<file path="config.mk">
export PLATFORM = sky130hd
export DESIGN_NAME = uart_rx_frame
export DESIGN_NICKNAME = d
export VERILOG_FILES = /design/src/rtl/uart_pkg.sv /design/src/rtl/baud_tick_gen.sv /design/src/rtl/uart_rx_frame.sv
export SDC_FILE = /design/constraint.sdc
export NUM_CORES = 1
export LEC_CHECK = 0
export BUFFER_PORTS_ARGS = -buffer_cell sky130_fd_sc_hd__buf_2
export CAP_MARGIN = 20
export CORE_MARGIN = 2
export CORE_UTILIZATION = 53
export DETAILED_ROUTE_END_ITERATION = 16
export MAX_ROUTING_LAYER = met4
export PLACE_DENSITY = 0.74
export SETUP_SLACK_MARGIN = 0.5
export SLEW_MARGIN = 20
export SYNTH_ARGS = -nofsm -noshare
export SYNTH_HDL_FRONTEND = slang
export SYNTH_HIERARCHICAL = 1
export SYNTH_SLANG_ARGS = --single-unit
</file>
<file path="constraint.sdc">
create_clock -name clk -period 2.15 [get_ports clk]
set_input_delay 0 -clock clk [delete_from_list [all_inputs] [get_ports clk]]
set_output_delay 0 -clock clk [all_outputs]
set_load 0.1 [all_outputs]
</file>
<file path="src/rtl/uart_pkg.sv">
// Shared definitions for the UART receive path: FSM encodings and
// elaboration-time helpers for the baud divider and counter widths.
package uart_pkg;

    localparam logic [2:0] S_IDLE  = 3'd0;
    localparam logic [2:0] S_START = 3'd1;
    localparam logic [2:0] S_DATA  = 3'd2;
    localparam logic [2:0] S_STOP  = 3'd3;
    localparam logic [2:0] S_BREAK = 3'd4;

    // Clocks per oversample tick, truncated.
    function automatic int calc_div(input int clk_freq, input int baud, input int oversample);
        return clk_freq / (baud * oversample);
    endfunction

    // Bits needed to hold 0..value-1; never less than 1 so vectors stay legal.
    function automatic int clog2(input int value);
        int width;
        width = 1;
        while ((1 << width) < value) width++;
        return width;
    endfunction

endpackage

</file>
<file path="src/rtl/baud_tick_gen.sv">
// Free-running modulo-DIV counter producing a one-clk tick every DIV clocks;
// clr restarts the period so ticks line up with a detected start edge.
module baud_tick_gen
    import uart_pkg::*;
#(
    parameter int DIV = 54
) (
    input  logic clk,
    input  logic rst,
    input  logic clr,
    output logic tick
);

    localparam int W = clog2(DIV);

    logic [W-1:0] cnt;
    logic         at_end;

    assign at_end = (cnt == W'(DIV - 1));
    assign tick   = at_end && !clr;

    // NOTE: sequential state is always assigned with <= so every flop samples pre-edge values.
    always_ff @(posedge clk or negedge rst) begin
        if (!rst) begin
            cnt <= '0;
        end else if (clr || at_end) begin
            cnt <= '0;
        end else begin
            cnt <= cnt + 1'b1;
        end
    end

endmodule

</file>
<file path="src/rtl/uart_rx_frame.sv">
// UART 8N1 receiver: synchronises rx, oversamples with 2-of-3 majority voting,
// and emits one-cycle rx_vld / rx_err pulses per frame.
module uart_rx_frame
    import uart_pkg::*;
#(
    parameter int CLK_FREQ   = 100_000_000,
    parameter int BAUD       = 115200,
    parameter int OVERSAMPLE = 16
) (
    input  logic       clk,
    input  logic       rst,
    input  logic       rx,
    output logic       rx_vld,
    output logic [7:0] rx_data,
    output logic       rx_err
);

    localparam int DIV  = calc_div(CLK_FREQ, BAUD, OVERSAMPLE);
    localparam int SW   = clog2(OVERSAMPLE);
    localparam int HALF = OVERSAMPLE / 2;

    logic          rx_m;
    logic          rx_s;
    logic [2:0]    state;
    logic [2:0]    next_state;
    logic [SW-1:0] s_cnt;
    logic [2:0]    bit_idx;
    logic [7:0]    shreg;
    logic          smp_a;
    logic          smp_b;
    logic          tick;
    logic          clr;
    logic          s_wrap;
    logic          maj_tick;
    logic          maj;
    logic          shift_en;
    logic          byte_done;
    logic          frame_err;

    // Synchroniser resets to the idle level so reset release never looks like a start bit.
    always_ff @(posedge clk or negedge rst) begin
        if (!rst) begin
            rx_m <= 1'b1;
            rx_s <= 1'b1;
        end else begin
            rx_m <= rx;
            rx_s <= rx_m;
        end
    end

    assign clr = (state == S_IDLE) && !rx_s;

    baud_tick_gen #(.DIV(DIV)) u_tick (
        .clk  (clk),
        .rst  (rst),
        .clr  (clr),
        .tick (tick)
    );

    assign s_wrap   = tick && (s_cnt == SW'(OVERSAMPLE - 1));
    assign maj_tick = tick && (s_cnt == SW'(HALF + 1));
    // Third vote is the live sample taken on the deciding tick.
    assign maj      = (smp_a & smp_b) | (smp_a & rx_s) | (smp_b & rx_s);

    always_ff @(posedge clk or negedge rst) begin
        if (!rst) begin
            state <= S_IDLE;
        end else begin
            state <= next_state;
        end
    end

    // NOTE: defaults first in every combinational block so no path leaves a value held (no latch).
    always_comb begin
        next_state = state;
        case (state)
            S_IDLE:  if (!rx_s) next_state = S_START;
            S_START: begin
                if (maj_tick && maj) next_state = S_IDLE;
                else if (s_wrap)     next_state = S_DATA;
            end
            S_DATA:  if (s_wrap && bit_idx == 3'd7) next_state = S_STOP;
            S_STOP:  if (maj_tick) next_state = maj ? S_IDLE : S_BREAK;
            S_BREAK: if (rx_s) next_state = S_IDLE;
            default: next_state = S_IDLE;
        endcase
    end

    always_comb begin
        shift_en  = 1'b0;
        byte_done = 1'b0;
        frame_err = 1'b0;
        case (state)
            S_DATA: shift_en = maj_tick;
            S_STOP: begin
                byte_done = maj_tick && maj;
                frame_err = maj_tick && !maj;
            end
            default: ;
        endcase
    end

    always_ff @(posedge clk or negedge rst) begin
        if (!rst) begin
            s_cnt <= '0;
            smp_a <= 1'b1;
            smp_b <= 1'b1;
        end else begin
            if (state == S_IDLE || state == S_BREAK) begin
                s_cnt <= '0;
            end else if (s_wrap) begin
                s_cnt <= '0;
            end else if (tick) begin
                s_cnt <= s_cnt + 1'b1;
            end
            if (tick && s_cnt == SW'(HALF - 1)) smp_a <= rx_s;
            if (tick && s_cnt == SW'(HALF))     smp_b <= rx_s;
        end
    end

    always_ff @(posedge clk or negedge rst) begin
        if (!rst) begin
            bit_idx <= 3'd0;
            shreg   <= 8'h00;
            rx_data <= 8'h00;
            rx_vld  <= 1'b0;
            rx_err  <= 1'b0;
        end else begin
            if (state != S_DATA) begin
                bit_idx <= 3'd0;
            end else if (s_wrap) begin
                bit_idx <= bit_idx + 3'd1;
            end
            if (shift_en) shreg[bit_idx] <= maj;
            if (byte_done) rx_data <= shreg;
            rx_vld <= byte_done;
            rx_err <= frame_err;
        end
    end

endmodule
</file>
==> metrics.yaml, run 1 <==
postPlaceCellArea_um2: 1959
fmax_ghz: 0.4717
cp-end-kind: "flop"
cts.sinks: 38
yosys.area.top_type: "dfrtp_1"
synth_edf_count: 0
initialDrtViolationCount: 55
outcome: "completed"
dieArea_um2: 3872
fin_crit_ns: 2.120
fin_nets: 203
grt_usage_pct: 20.91
worstMarginPinSlew_ns: 0.8130
path_clk_slew_ns: 0.12
ys_async_sr_fraction_pct: 100.0
multi_input_comb_area_um2: 985.9
die_x_um: 62.23
die-height_um: 62.23
ant_nets: 0
wl_per_cell_um: 16.50
yosys.cell_types.count: 42
syn2layout_area_growth_pct: 31.96
cp.arrival_ns: 2.35
final_core_util_pct: 72.19
synthesis.nets: 164
grt_pass1_wl_um: 6127
final-seq-area_um2: 955.9
crit_top_cell: "nand4_1"
synthFlopType: "dfrtp_1"
max_stage_delay_ns: 0.40
final_layout_size_suffix_gt1_share_pct: 50.52
ys_ff_latch: 38
grt_max_degree: 39
synth-seq-area-share_pct: 53.20
grt_pass1_vias: 1384
grt.overflow.total: 0
pin_count: 13
worstPathCellList: "inv_1 -> ha_2 -> nand4_1 -> nor2_1 -> buf_4 -> nand4_1 -> a221oi_2 -> nand3_2 -> mux2_4"
synth_cells: 154
num_rows: 21
cts_root_buf: "clkbuf_4"
rsz0062_at_grt: "yes"
stdcell_area_um2: 2371
clock_latency_ns: 0.34
cts_tree: "built"
startpoint_type: "flop"
cp_max_fo: 4
min_path_type: "input port to async pin"
path_class: "flop to flop"
drv_cap: 0
finalClockSkew_ns: 0.01242
period_share_pct: 98.60
slew_headroom_pct: 45.80
max-vdd-ir-drop_mv: 0.3775
diodes: 0
layout_commonest_cell: "dfrtp_1"
cellPowerDensity_nw_per_um2: 511.6
finalMaxSlewViolations: 0
cp_slowest_cell: "dfrtp_1"
wl_um: 3960
vias: 1331
setup_viol: 0
yosysWarnings: 6
antenna_found_initial: 0
cts_max_path_buffers: 2
initial_core_util_pct: 54.70
power_uw: 1213
finalHoldViolations: 0
fill_cells: 205
synth.cell_area_um2: 1797
required_ns: 2.38
yosys-top-cells-area: "dfrtp_1 (47%), mux2_2 (12%), dfstp_2 (5.8%), ha_1 (4.9%), nor2_1 (3.3%)"
drt_pass1_iterations: 4
place.port_buffers: 12
gp_congestion: 0.8721
h-tree-depth: 2
postSynthAreaPerCell_um2: 11.67
power.leakage_uw: 0.001137
netlist.area_leader.share_pct: 47.35
coreArea_um2: 3284
drc: 0
numCtsBuffers: 5
hpwlAfterDp_um: 2352
final_cell_mix: "dfrtp_1 (34), mux2_4 (17), buf_4 (15), nor2_1 (12), buf_2 (12)"
avgViaCountPerCell: 5.546
## where the power goes
| part | internal (uW) | total [uW] | switching, uW |
|---|---|---|---|
| clock network | 241 | 472 | 231 |
| registers | 718 | 720 | 1.43 |
| logic | 5.51 | 21.1 | 15.6 |
| total | 965 | 1210 | 248 |
## routing by layer
layer | GRT usage [%] | wire length (um)
met1 | 22.18 | 1639
met2 | 35.46 | 2113
met3 | 5.072 | 110
met4 | 12.50 | 96
met5 | - | 0
## per-stage QoR
stage               hold slack, ns  std cells  setup TNS [ns]  setup WS, ns
finish                      0.2684        240               0       0.03001
CTS                         0.2755        233               0        0.1273
global route                0.2801        240        -0.05687      -0.04944
global placement            0.1058        214               0        0.1639
detailed placement          0.1062        214               0       0.07582
floorplan                  -0.2956        154               0        0.1658
## worst max-delay path, delay by kind of cell (launching register included)
kind | cells | cell delay (ns)
and+or+nand+nor | 4 | 0.53
DFF | 1 | 0.40
buffers and inverters | 2 | 0.21
adders and majority gates | 1 | 0.17
muxes | 1 | 0.32
AOI/OAI and AO/OA | 1 | 0.37
## synth_stat cells, types with 3 or more instances
cell type / count
inv_1: 6
nor2_1: 16
nand3_1: 5
dfstp_2: 4
a21oi_1: 5
dfrtp_1: 34
xor2_1: 3
mux2_2: 19
nand4b_1: 3
nand2_1: 12
nand4_1: 3
ha_1: 7
## final timing paths
check / end / slack, ns / cells after the start / from
worst max-delay path: state[0]$_DFFE_PN0P_ / 0.03 / 9 / u_tick/cnt[1]$_DFF_PN0_
worst min-delay path: rx_data[6]$_DFFE_PN0P_ / 0.27 / 2 / rst
worst max register to register: state[0]$_DFFE_PN0P_ / 0.03 / 9 / u_tick/cnt[1]$_DFF_PN0_
worst min register to register: rx_s$_DFF_PN1_ / 0.36 / 0 / rx_m$_DFF_PN1_
max in group asynchronous: s_cnt[2]$_DFFE_PN0P_ / 1.36 / 2 / rst
min in group clk: rx_m$_DFF_PN1_ / 0.29 / 2 / rx
## cell type report
| cell class | count | area share (%) |
|---|---|---|
| multi-input combinational | 106 | 41.58 |
| sequential | 38 | 40.32 |
| timing repair buffer | 36 | 11.45 |
| tap | 46 | 2.427 |
| clock inverter | 3 | 1.689 |
| clock buffer | 5 | 1.583 |
| inverter | 6 | 0.9499 |
## flip-flops by register name, summed over array words and instances, names as in the netlist, 3 cells and up
name        count
shreg           8
rx_data         8
s_cnt           4
bit_idx         3
u_tick/cnt      6
state           3
## kinds of logic after synthesis
group	count (synthesis)	synth area share [%]
muxes	21	13.09
AOI/OAI and AO/OA	13	4.945
adders and majority gates	8	5.432
buffers and inverters	11	2.994
DFF	38	53.20
xor gates and xnor gates	5	2.438
and+or+nand+nor	58	17.90
## what timing repair did
| item | CTS | global route |
|---|---|---|
| pin swaps | 7 | 13 |
| gates cloned | 0 | 1 |
| endpoints found under the setup margin | 22 | 29 |
| hold endpoints to repair | 35 | 0 |
| setup buffers | 9 | 6 |
| hold buffers | 2 | 0 |
| gates resized for setup | 9 | 41 |
(Power assumes the default switching activity.)
==> run 2: changes to the inputs <==
- ABC_AREA: not set -> 1
==> run 2 against run 1 <==
Against the previous run:
- largest cell class is now flip-flops and latches
- register-to-register slack better by 0.24 ns
- combinational power up 27%
- global-route usage down 0.68 points
- sequential cell count unchanged
- routed wire length down 4.4%
- sequential share of layout area up 0.19 points
- power up 14%
- fmax up 13%
- critical path depth up 3
==> metrics.yaml, run 2 <==
cts_tree: "built"
seq_power_share_pct: 52.0
wl_met1_um: 1755
clkPwrFrac_pct: 46.1
avgViaCountPerCell: 5.134
drc: 0
grt.overflow.total: 0
p_sw_share_pct: 19.07
startpoint_type: "flop"
yosys-top-cells-area: "dfrtp_1 (46%), nand2_1 (11%), nand3_1 (6.2%), dfstp_2 (5.7%), ha_1 (4.7%)"
final_layout_size_suffix_gt1_share_pct: 33.20
max-vdd-ir-drop_mv: 0.4081
synthesis.nets: 216
drt_pass1_iterations: 4
grt_usage_pct: 20.22
top_layer_used: "met4"
num_rows: 21
layout_commonest_cell: "nand2_1"
cts_root_buf: "clkbuf_4"
synth-seq-area-share_pct: 51.55
synth_cells: 206
die_x_um: 63.15
dr_wl_met2_um: 1792
wl_met3_um: 145
worstReg2RegStart: "u_tick/cnt[1]$_DFF_PN0_"
cellPowerDensity_nw_per_um2: 586.8
yosysMostFrequentCell: "nand2_1"
multi_input_comb_area_um2: 942.2
rsz0062_at_grt: "yes"
die-height_um: 63.15
fmax_ghz: 0.5310
final_cell_count_no_fill: 290
reg2reg_depth: 12
synth_edf_count: 0
grt_pass1_vias: 1419
yosys.cell_types.count: 32
p_int_uw: 1121
yosys.area.top_type: "dfrtp_1"
netSwitchingPower_uw: 264.0
gp_congestion: 0.9016
numCtsBuffers: 5
fin_crit_ns: 1.883
postSynthAreaPerCell_um2: 9.001
cp_max_fo: 4
synth.cell_area_um2: 1854
worstMarginPinSlew_ns: 0.7999
antenna_found_initial: 0
finalMaxSlewViolations: 0
dieArea_um2: 3988
finalClockSkew_ns: 0.01419
ys_ff_latch: 38
pwr-share-comb_pct: 1.9
wl_per_cell_um: 13.05
yosysWarnings: 6
yosys-top-cells-count: "nand2_1 (55), dfrtp_1 (34), nand3_1 (23)"
path_class: "flop to flop"
ys_async_sr_fraction_pct: 100.0
hpwlAfterDp_um: 2211
path_clk_slew_ns: 0.12
grt_pass1_wl_um: 6127
diodes: 0
vias: 1489
setup_viol: 0
initialDrtViolationCount: 99
final_cell_mix: "nand2_1 (54), dfrtp_1 (34), inv_1 (15), nand3_1 (14), buf_4 (13)"
initial_core_util_pct: 55.57
syn2layout_area_growth_pct: 27.26
final-seq-area_um2: 955.9
min_path_type: "input port to async pin"
ant_nets: 0
wl_um: 3785
synthFlopType: "dfrtp_1"
grt_max_degree: 39
dp_cells: 264
r2r_end: "state[0]$_DFFE_PN0P_"
required_ns: 2.41
netlist.area_leader.share_pct: 45.88
finalHoldViolations: 0
tns_ns: 0
r2r_setup_slack_ns: 0.27
cts.sinks: 38
cts_max_path_buffers: 2
cp.arrival_ns: 2.14
pin_count: 13
power.leakage_uw: 0.001153
cp-endpoint: "state[0]$_DFFE_PN0P_"
top_regs: "rx_data (8), shreg (8), u_tick/cnt (6)"
cp-startpoint: "u_tick/cnt[1]$_DFF_PN0_"
outcome: "completed"
period_share_pct: 87.60
cp-end-kind: "flop"
drv_cap: 0
fill_cells: 242
slew_headroom_pct: 46.68
place.port_buffers: 12
fin_nets: 253
clock_latency_ns: 0.37
coreArea_um2: 3337
h-tree-depth: 2
[run 2: cell count changes after synthesis, moves of 4 or more]
| cell | before | now |
|---|---|---|
| nor2_2 | 0 | 4 |
| nand2_1 | 12 | 55 |
| nand3_1 | 5 | 23 |
| inv_1 | 6 | 19 |
| mux2_2 | 19 | 0 |
| o21ai_1 | 0 | 11 |
[run 2: power groups by stage]
stage                     logic (uW)  clock network (uW)  registers [uW]
after floorplan                 1.21                   0             733
after global placement          16.7                   0             733
after detailed placement        16.9                   0             733
after CTS                       26.6                 639             719
after global routing            31.3                 683             720
final                           26.8                 638             719
[run 2: metal layers]
layer,track usage (%),vias up
met2,32.05,27
li1,-,742
met3,5.893,8
met5,-,-
met4,7.778,0
met1,24.44,712
[run 2: worst max-delay path, stage by stage (launching register included)]
cell	delay, ns
dfrtp_1	0.40
inv_1	0.07
ha_2	0.19
nand3_4	0.09
nor3_4	0.26
buf_4	0.17
nand3_4	0.09
nor2_4	0.18
nor2_2	0.07
nor2_4	0.10
nand2_1	0.05
nand2_1	0.05
nand2_1	0.05
[run 2: worst min path at each step]
stage / from / end / slack, ns / depth (start not counted)
5_1_grt: rx / rx_m$_DFF_PN1_ / 0.29 / 2
2_1_floorplan: rst / bit_idx[0]$_DFFE_PN0P_ / -0.30 / 0
4_1_cts: rst / u_tick/cnt[2]$_DFF_PN0_ / 0.29 / 2
3_5_place_dp: rx / rx_m$_DFF_PN1_ / 0.11 / 1
3_3_place_gp: rx / rx_m$_DFF_PN1_ / 0.11 / 1
6_report: rst / u_tick/cnt[2]$_DFF_PN0_ / 0.24 / 2
[run 2: per-stage QoR]
step / worst slack, ns / total power, uW / hold slack (ns) / utilization, % / instance area [um^2]
2_1_floorplan: 0.4268 / 734.1 / -0.2956 / - / 1891
3_3_place_gp: 0.2992 / 749.9 / 0.1050 / 60.18 / 2008
3_5_place_dp: 0.2435 / 750.1 / 0.1067 / 60.18 / 2008
4_1_cts: 0.3707 / 1385 / 0.2852 / 67.87 / 2265
5_1_grt: 0.1498 / 1435 / 0.2919 / 70.72 / 2360
6_report: 0.2667 / 1385 / 0.2423 / 70.72 / 2360
[run 2: timing repair]
item                                    4_1_cts  5_1_grt
hold buffers                                  2        0
buffers inserted                             10        4
endpoints found under the setup margin       26       28
endpoints found under the hold margin        35        0
pin swaps                                     6        6
cloned                                        1        1
gates resized for setup                      11       12
[run 2: cells by family (layout without fill, tap and decap cells)]
group                      after synthesis  count (layout)  share of synthesized area (%)
buffers and inverters                   23              60                          5.128
adders and majority gates                7               7                          4.723
AOI/OAI and AO/OA                       24              24                          7.895
DFF                                     38              38                          51.55
xor gates and xnor gates                 3               3                          1.417
and+or+nand+nor                        111             112                          29.29
[run 2: layout make-up]
cell class	instances	share of cell area, %
timing repair buffer	28	8.006
clock buffer	6	2.174
timing repair inverter	1	0.2121
clock inverter	2	2.545
sequential	38	40.51
multi-input combinational	146	39.93
inverter	23	4.189
tap	46	2.439
